`src/rtl/ram_port_arbiter.sv`:
```
// Arbitrates the single synchronous data-RAM port between the cpu load/store path and
// the ext loader, with an ext burst lock and saturating per-port completion counters.
module ram_port_arbiter #(
    parameter int ADDR_W = 16,
    parameter int DATA_W = 32,
    parameter int CNT_W  = 16
) (
    input  logic              clk1,
    input  logic              start,
    input  logic              cpu_req,
    input  logic              cpu_we,
    input  logic [ADDR_W-1:0] cpu_addr,
    input  logic [DATA_W-1:0] cpu_wdata,
    output logic              cpu_ack,
    output logic [DATA_W-1:0] cpu_rdata,
    input  logic              ext_req,
    input  logic              ext_we,
    input  logic [ADDR_W-1:0] ext_addr,
    input  logic [DATA_W-1:0] ext_wdata,
    output logic              ext_ack,
    output logic [DATA_W-1:0] ext_rdata,
    input  logic              ext_lock,
    output logic              ram_en,
    output logic              ram_we,
    output logic [ADDR_W-1:0] ram_addr,
    output logic [DATA_W-1:0] ram_wdata,
    input  logic [DATA_W-1:0] ram_rdata,
    output logic              busy,
    output logic              owner,
    output logic [CNT_W-1:0]  cpu_cnt,
    output logic [CNT_W-1:0]  ext_cnt
);

    typedef enum logic [1:0] {IDLE, ACCESS, RESP} state_t;

    state_t              state_q, state_d;
    logic                owner_q, owner_d;
    logic                lock_q, lock_d;
    logic                ram_en_q, ram_en_d;
    logic                ram_we_q, ram_we_d;
    logic [ADDR_W-1:0]   ram_addr_q, ram_addr_d;
    logic [DATA_W-1:0]   ram_wdata_q, ram_wdata_d;
    logic                acc_we_q, acc_we_d;
    logic                cpu_ack_q, cpu_ack_d;
    logic                ext_ack_q, ext_ack_d;
    logic [CNT_W-1:0]    cpu_cnt_q, cpu_cnt_d;
    logic [CNT_W-1:0]    ext_cnt_q, ext_cnt_d;
    logic                grant;
    logic                grant_ext;

    always_comb begin
        // NOTE: every signal gets a default up front so no path leaves it unassigned (no latch).
        state_d     = state_q;
        owner_d     = owner_q;
        lock_d      = lock_q;
        ram_en_d    = ram_en_q;
        ram_we_d    = ram_we_q;
        ram_addr_d  = ram_addr_q;
        ram_wdata_d = ram_wdata_q;
        acc_we_d    = acc_we_q;
        cpu_ack_d   = 1'b0;
        ext_ack_d   = 1'b0;
        cpu_cnt_d   = cpu_cnt_q;
        ext_cnt_d   = ext_cnt_q;
        grant       = 1'b0;
        grant_ext   = 1'b0;

        unique case (state_q)
            IDLE: begin
                // A held lock survives only while ext keeps both lock and request up.
                lock_d = lock_q & ext_req & ext_lock;
                if (lock_d) begin
                    grant     = 1'b1;
                    grant_ext = 1'b1;
                end else if (cpu_req && ext_req) begin
                    grant     = 1'b1;
                    grant_ext = ~owner_q;
                end else if (cpu_req || ext_req) begin
                    grant     = 1'b1;
                    grant_ext = ext_req;
                end

                if (grant) begin
                    owner_d     = grant_ext;
                    ram_en_d    = 1'b1;
                    ram_we_d    = grant_ext ? ext_we : cpu_we;
                    ram_addr_d  = grant_ext ? ext_addr : cpu_addr;
                    ram_wdata_d = grant_ext ? ext_wdata : cpu_wdata;
                    acc_we_d    = ram_we_d;
                    lock_d      = grant_ext & ext_lock;
                    state_d     = ACCESS;
                end
            end
            ACCESS: begin
                ram_en_d = 1'b0;
                ram_we_d = 1'b0;
                state_d  = RESP;
                if (owner_q) begin
                    ext_ack_d = 1'b1;
                    if (ext_cnt_q != '1) ext_cnt_d = ext_cnt_q + CNT_W'(1);
                end else begin
                    cpu_ack_d = 1'b1;
                    if (cpu_cnt_q != '1) cpu_cnt_d = cpu_cnt_q + CNT_W'(1);
                end
            end
            RESP:    state_d = IDLE;
            default: state_d = IDLE;
        endcase
    end

    // NOTE: state updates use non-blocking assignments so every flop samples pre-edge values.
    always_ff @(posedge clk1) begin
        if (start) begin
            state_q     <= IDLE;
            owner_q     <= 1'b1;
            lock_q      <= 1'b0;
            ram_en_q    <= 1'b0;
            ram_we_q    <= 1'b0;
            ram_addr_q  <= '0;
            ram_wdata_q <= '0;
            acc_we_q    <= 1'b0;
            cpu_ack_q   <= 1'b0;
            ext_ack_q   <= 1'b0;
            cpu_cnt_q   <= '0;
            ext_cnt_q   <= '0;
        end else begin
            state_q     <= state_d;
            owner_q     <= owner_d;
            lock_q      <= lock_d;
            ram_en_q    <= ram_en_d;
            ram_we_q    <= ram_we_d;
            ram_addr_q  <= ram_addr_d;
            ram_wdata_q <= ram_wdata_d;
            acc_we_q    <= acc_we_d;
            cpu_ack_q   <= cpu_ack_d;
            ext_ack_q   <= ext_ack_d;
            cpu_cnt_q   <= cpu_cnt_d;
            ext_cnt_q   <= ext_cnt_d;
        end
    end

    // RAM read data arrives during RESP, so it is steered straight through to the winner.
    assign cpu_rdata = (cpu_ack_q && !acc_we_q) ? ram_rdata : '0;
    assign ext_rdata = (ext_ack_q && !acc_we_q) ? ram_rdata : '0;
    assign cpu_ack   = cpu_ack_q;
    assign ext_ack   = ext_ack_q;
    assign ram_en    = ram_en_q;
    assign ram_we    = ram_we_q;
    assign ram_addr  = ram_addr_q;
    assign ram_wdata = ram_wdata_q;
    assign busy      = (state_q != IDLE);
    assign owner     = owner_q;
    assign cpu_cnt   = cpu_cnt_q;
    assign ext_cnt   = ext_cnt_q;

endmodule

```
`config.mk`:
```
export PLATFORM = sky130hd
export DESIGN_NAME = ram_port_arbiter
export DESIGN_NICKNAME = d
export VERILOG_FILES = /design/src/rtl/ram_port_arbiter.sv
export SDC_FILE = /design/constraint.sdc
export NUM_CORES = 1
export LEC_CHECK = 0
export ABC_CLOCK_PERIOD_IN_PS = 4600
export CAP_MARGIN = 25
export CORE_AREA = 2 2 109 111
export DETAILED_ROUTE_END_ITERATION = 10
export DIE_AREA = 0 0 111 113
export HOLD_SLACK_MARGIN = 0.06
export PLACE_DENSITY = 0.86
export SETUP_SLACK_MARGIN = 0.3
export SLEW_MARGIN = 30
export SYNTH_ARGS = -nofsm -noshare
export SYNTH_HDL_FRONTEND = slang
export SYNTH_SLANG_ARGS = --single-unit
export TNS_END_PERCENT = 100
```
`constraint.sdc`:
```
create_clock -name clk1 -period 4.6 [get_ports clk1]
set_clock_uncertainty 0.2 [all_clocks]
set_input_delay 0.92 -clock clk1 [delete_from_list [all_inputs] [get_ports clk1]]
set_output_delay 0.92 -clock clk1 [all_outputs]
set_load 0.01 [all_outputs]
```
==> impl.org <==
** Run status
- The run finished with clean final reports.

** Logic synthesis
- The average instance in the mapped netlist occupies 8.70 um2.
- For this run, the number of Yosys warnings is 0.
- The synthesized netlist devotes 26.9% of its cell area to simple gates.
- Main combinational cell family by area after synthesis :: simple AND/OR/NAND/NOR gates
- Synthesis produced a netlist with a net count of 651.
- Counting every instance in the synthesized netlist gives 514.
- Xor-xnor portion of the synthesized cell area :: 0%
- Multiplexer cells account for 12.2% of the synthesized area.
- Summing the areas of all compound-gate instances in the mapped netlist gives 16.6% of the synthesized area.
- Flip-flop and latch count after synthesis :: 89
- Post-synth design cell area :: between 0.004 and 0.005 mm2
- Post-synthesis sequential area ratio :: ~40%
- Distinct cells, synth :: 35
- Share of synthesized cell area in full adder, half adder and majority cells :: less than 1%

** Clocking
- H-tree lvl count :: 3
- The clock drives 89 sinks.
- Latest clock arrival within the worst-skew pair :: 0.33 ns
- Post-CTS timing repair inserted 0 buffers for setup.
- CTS tree :: yes
- Gates resized, CTS repair :: 0
- Number of buffers created by CTS :: 9
- The root buffer cell chosen for the clock tree is sky130_fd_sc_hd__clkbuf_16.
- Clock-pin slew was measured on the worst setup and hold paths at about 0.060 ns.
- The clock passes through at most 2 buffers.
- Buffers inserted to repair hold after CTS numbered 0.

** Setup path
- In this run the worst path has a maximum fanout of 2.
- Largest stage delay on the critical path :: ~0.54 ns
- Data arrival, critical path :: 2.11 ns
- Counting both buffers and inverters, the worst setup path holds a total of 2.
- The worst setup path is launched from an input pin.
- STA classifies the critical path endpoint as an output pin.
- Among cell families on the critical path, the largest total delay comes from buffers and inverters.
- The worst setup path is of the in2out kind.
- Req. time, crit path :: 3.48 ns
- Worst path most repeated cell :: sky130_fd_sc_hd__clkdlybuf4s50_1
- The signal on the critical path passes through clkdlybuf4s50_1 > and2_1 > clkdlybuf4s50_1.
- Critical-path cell with the highest stage delay :: sky130_fd_sc_hd__clkdlybuf4s50_1

** Timing
- Maximum clock rate :: 309 MHz
- Worst Tran Pin Value :: 0.817 ns
- Headroom to the max-slew limit came out at approximately 45%.
- Final setup TNS :: 0 ns
- Period utilisation layout :: 70.3%
- Final setup violating endpoints :: 0
- The final-report max-slew violation count was 0.
- Number of hold-slack violations in the final timing report :: 0
- For the finished layout, the period the worst path requires is 3.23 ns.
- Setup repair after global routing left no endpoint under its margin.
- Min setup slack post-route :: 1.37 ns

** Routing
- Total wire length after detailed routing :: 15.5 mm
- For this run, design rule violations remaining after detail routing come to 0.
- Via count :: 4883
- Routed via count divided by cell count :: ~5.3
- The first detailed-routing pass ran for 5 iterations.
- The count of nets left with antenna violations once routing finished came out at 0.
- For this block, the initial DRC count from the detailed router was between 400 and 500.
- Detail-routed net length per standard cell :: about 17 um

** Global routing
- Entering global routing, the biggest net connects 101 pins.
- Via count of the first global-routing pass :: 4772
- For this run the aggregate overflow at the end of global routing stands at 0.
- Gr usage total :: a little under a quarter
- First-pass GRT wire length :: about 24 mm
- The number of antenna violations at the first check in global routing was 0.

** Worst hold path
- The tightest min-delay check is of the reg2reg type.

** Layout
- Non-filler instance count after layout :: 925
- The repair_antennas step left the layout with diodes totalling 0.
- Final nets :: 914
- The library cell used most frequently in the layout, excluding fill and tap cells, is sky130_fd_sc_hd__clkdlybuf4s50_1.
- P&R area growth vs syn :: 72.7%
- Leading cell types in the layout, fill and taps excluded :: sky130_fd_sc_hd__clkdlybuf4s50_1 (283), sky130_fd_sc_hd__dfxtp_1 (89), sky130_fd_sc_hd__and2_1 (66)
- Of the cells placed in the final design, the portion with a size suffix greater than 1 is 4.09%.

** Die
- 285 I/O pins were placed.
- Initial Utilization :: 39.6%
- Measured along the x axis, the die boundary spans 111 um.
- The region available for standard cell placement spans 0.0113 mm2.
- The initialized floorplan defines 39 standard-cell rows.
- The floorplan step defined a die boundary enclosing ~0.013 mm2.
- From bottom edge to top edge, the die measures 113 um.

** Place
- In this run the tool buffered the top-level ports with 284 buffer cells.
- Place WS :: about 1.2 ns
- Routability Congestion :: 0.863
- HPWL after DPL :: 12.0 mm
- Counting tap cells, the placed design contains a total of 908 instances.

** Power
- Leakage power figure :: 2.91 nW
- Power Dens Cells :: 267 mW/mm2
- The worst-case IR drop observed on VDD is 0.196 mV.

** Run
- Max cap viols :: 0
registers in the layout (all words and copies together), names as in the netlist, 2 cells and up:
| name | flops |
|---|---|
| cpu_cnt | 16 |
| ext_cnt | 16 |
| ram_addr | 16 |
| ram_wdata | 32 |
| state_q | 2 |
final timing paths:
check                           slack (ns)  depth (start not counted)           from       endpoint
worst max register to register        2.02                          5          owner    ram_addr[7]
worst max-delay path                  1.37                          3  ram_rdata[18]  cpu_rdata[18]
worst min-delay path                  0.28                          2         ram_en         ram_en
worst min register to register        0.28                          2         ram_en         ram_en
power breakdown:
group	total [mW]	internal (mW)	switching, mW
Sequential	0.868	0.829	0.0383
Combinational	0.510	0.295	0.215
Clock	0.687	0.384	0.303
Total	2.06	1.51	0.556
per-layer routing:
metal | vias to the layer above | track usage, % | wire length (um)
met2 | 176 | 41.7 | 7970
li1 | 2414 | - | -
met3 | 23 | 6.43 | 1010
met1 | 2270 | 29.2 | 6240
met4 | 0 | 6.08 | 277
met5 | - | 0 | 0
area by class of cell:
cell class | count | area, um2
Fill cell | 888 | 3550
Timing Repair Buffer | 289 | 2910
Multi-Input combinational cell | 382 | 2540
Sequential cell | 89 | 1780
Clock buffer | 11 | 243
Tap cell | 143 | 179
Clock inverter | 5 | 40.0
Inverter | 6 | 22.5
Yosys cell counts:
| library cell | instances | share of area, % |
|---|---|---|
| sky130_fd_sc_hd__or3_1 | 7 | 0.98 |
| sky130_fd_sc_hd__nand4_1 | 7 | 0.98 |
| sky130_fd_sc_hd__nor2_1 | 59 | 5.0 |
| sky130_fd_sc_hd__mux2_2 | 4 | 1.0 |
| sky130_fd_sc_hd__dfxtp_1 | 89 | 40 |
| sky130_fd_sc_hd__or2_2 | 1 | 0.14 |
| sky130_fd_sc_hd__buf_1 | 1 | 0.084 |
| sky130_fd_sc_hd__and2_1 | 66 | 9.2 |
| sky130_fd_sc_hd__a211oi_1 | 50 | 8.4 |
| sky130_fd_sc_hd__nor3b_2 | 1 | 0.28 |
| sky130_fd_sc_hd__nor4_2 | 2 | 0.56 |
| sky130_fd_sc_hd__ha_1 | 2 | 0.56 |
| sky130_fd_sc_hd__a21oi_1 | 30 | 3.4 |
| sky130_fd_sc_hd__o21ai_1 | 1 | 0.11 |
| sky130_fd_sc_hd__buf_2 | 8 | 0.90 |
| sky130_fd_sc_hd__and3b_1 | 1 | 0.20 |
| sky130_fd_sc_hd__o31ai_1 | 17 | 2.9 |
| sky130_fd_sc_hd__or4_1 | 17 | 2.9 |
| sky130_fd_sc_hd__nand4_2 | 1 | 0.28 |
| sky130_fd_sc_hd__o211ai_1 | 1 | 0.17 |
| sky130_fd_sc_hd__a311oi_1 | 1 | 0.20 |
| sky130_fd_sc_hd__nor3_1 | 6 | 0.67 |
| sky130_fd_sc_hd__nand2b_1 | 4 | 0.56 |
| sky130_fd_sc_hd__nand3b_1 | 3 | 0.50 |
| sky130_fd_sc_hd__nand2_1 | 12 | 1.0 |
| sky130_fd_sc_hd__o21ai_0 | 9 | 1.0 |
| sky130_fd_sc_hd__inv_1 | 6 | 0.50 |
| sky130_fd_sc_hd__o2111ai_1 | 1 | 0.20 |
| sky130_fd_sc_hd__clkbuf_1 | 28 | 2.4 |
| sky130_fd_sc_hd__nand3_1 | 11 | 1.2 |
| sky130_fd_sc_hd__mux2i_1 | 50 | 11 |
| sky130_fd_sc_hd__o21a_1 | 2 | 0.34 |
| sky130_fd_sc_hd__nor4_1 | 6 | 0.84 |
| sky130_fd_sc_hd__nor2b_1 | 6 | 0.84 |
| sky130_fd_sc_hd__and4_1 | 4 | 0.78 |
worst register-to-register path, cell delays in order, from the launching register on:
cell,delay [ns]
sky130_fd_sc_hd__dfxtp_1,0.59
sky130_fd_sc_hd__nand2_1,0.20
sky130_fd_sc_hd__o21ai_4,0.70
sky130_fd_sc_hd__buf_12,0.32
sky130_fd_sc_hd__mux2i_1,0.14
sky130_fd_sc_hd__a211oi_1,0.32
cells by family (layout without fill, tap and decap cells):
group	after synthesis	after routing
simple gates	214	214
compound gates	112	112
flops	89	89
mux	54	54
buf+inv	43	311
fa+ha+maj	2	2
stage by stage:
stage	power, mW	hold slack (ns)	utilization, %	area, um2
finish	2.06	0.276	68.5	7720
global route	2.16	0.314	68.5	7720
CTS	2.08	0.265	68.1	7680
detailed placement	1.39	0.255	65.6	7400
global placement	1.37	0.250	65.6	7400
floorplan	1.09	0.240	-	4470
No activity file was read; power rests on OpenSTA's default activity.
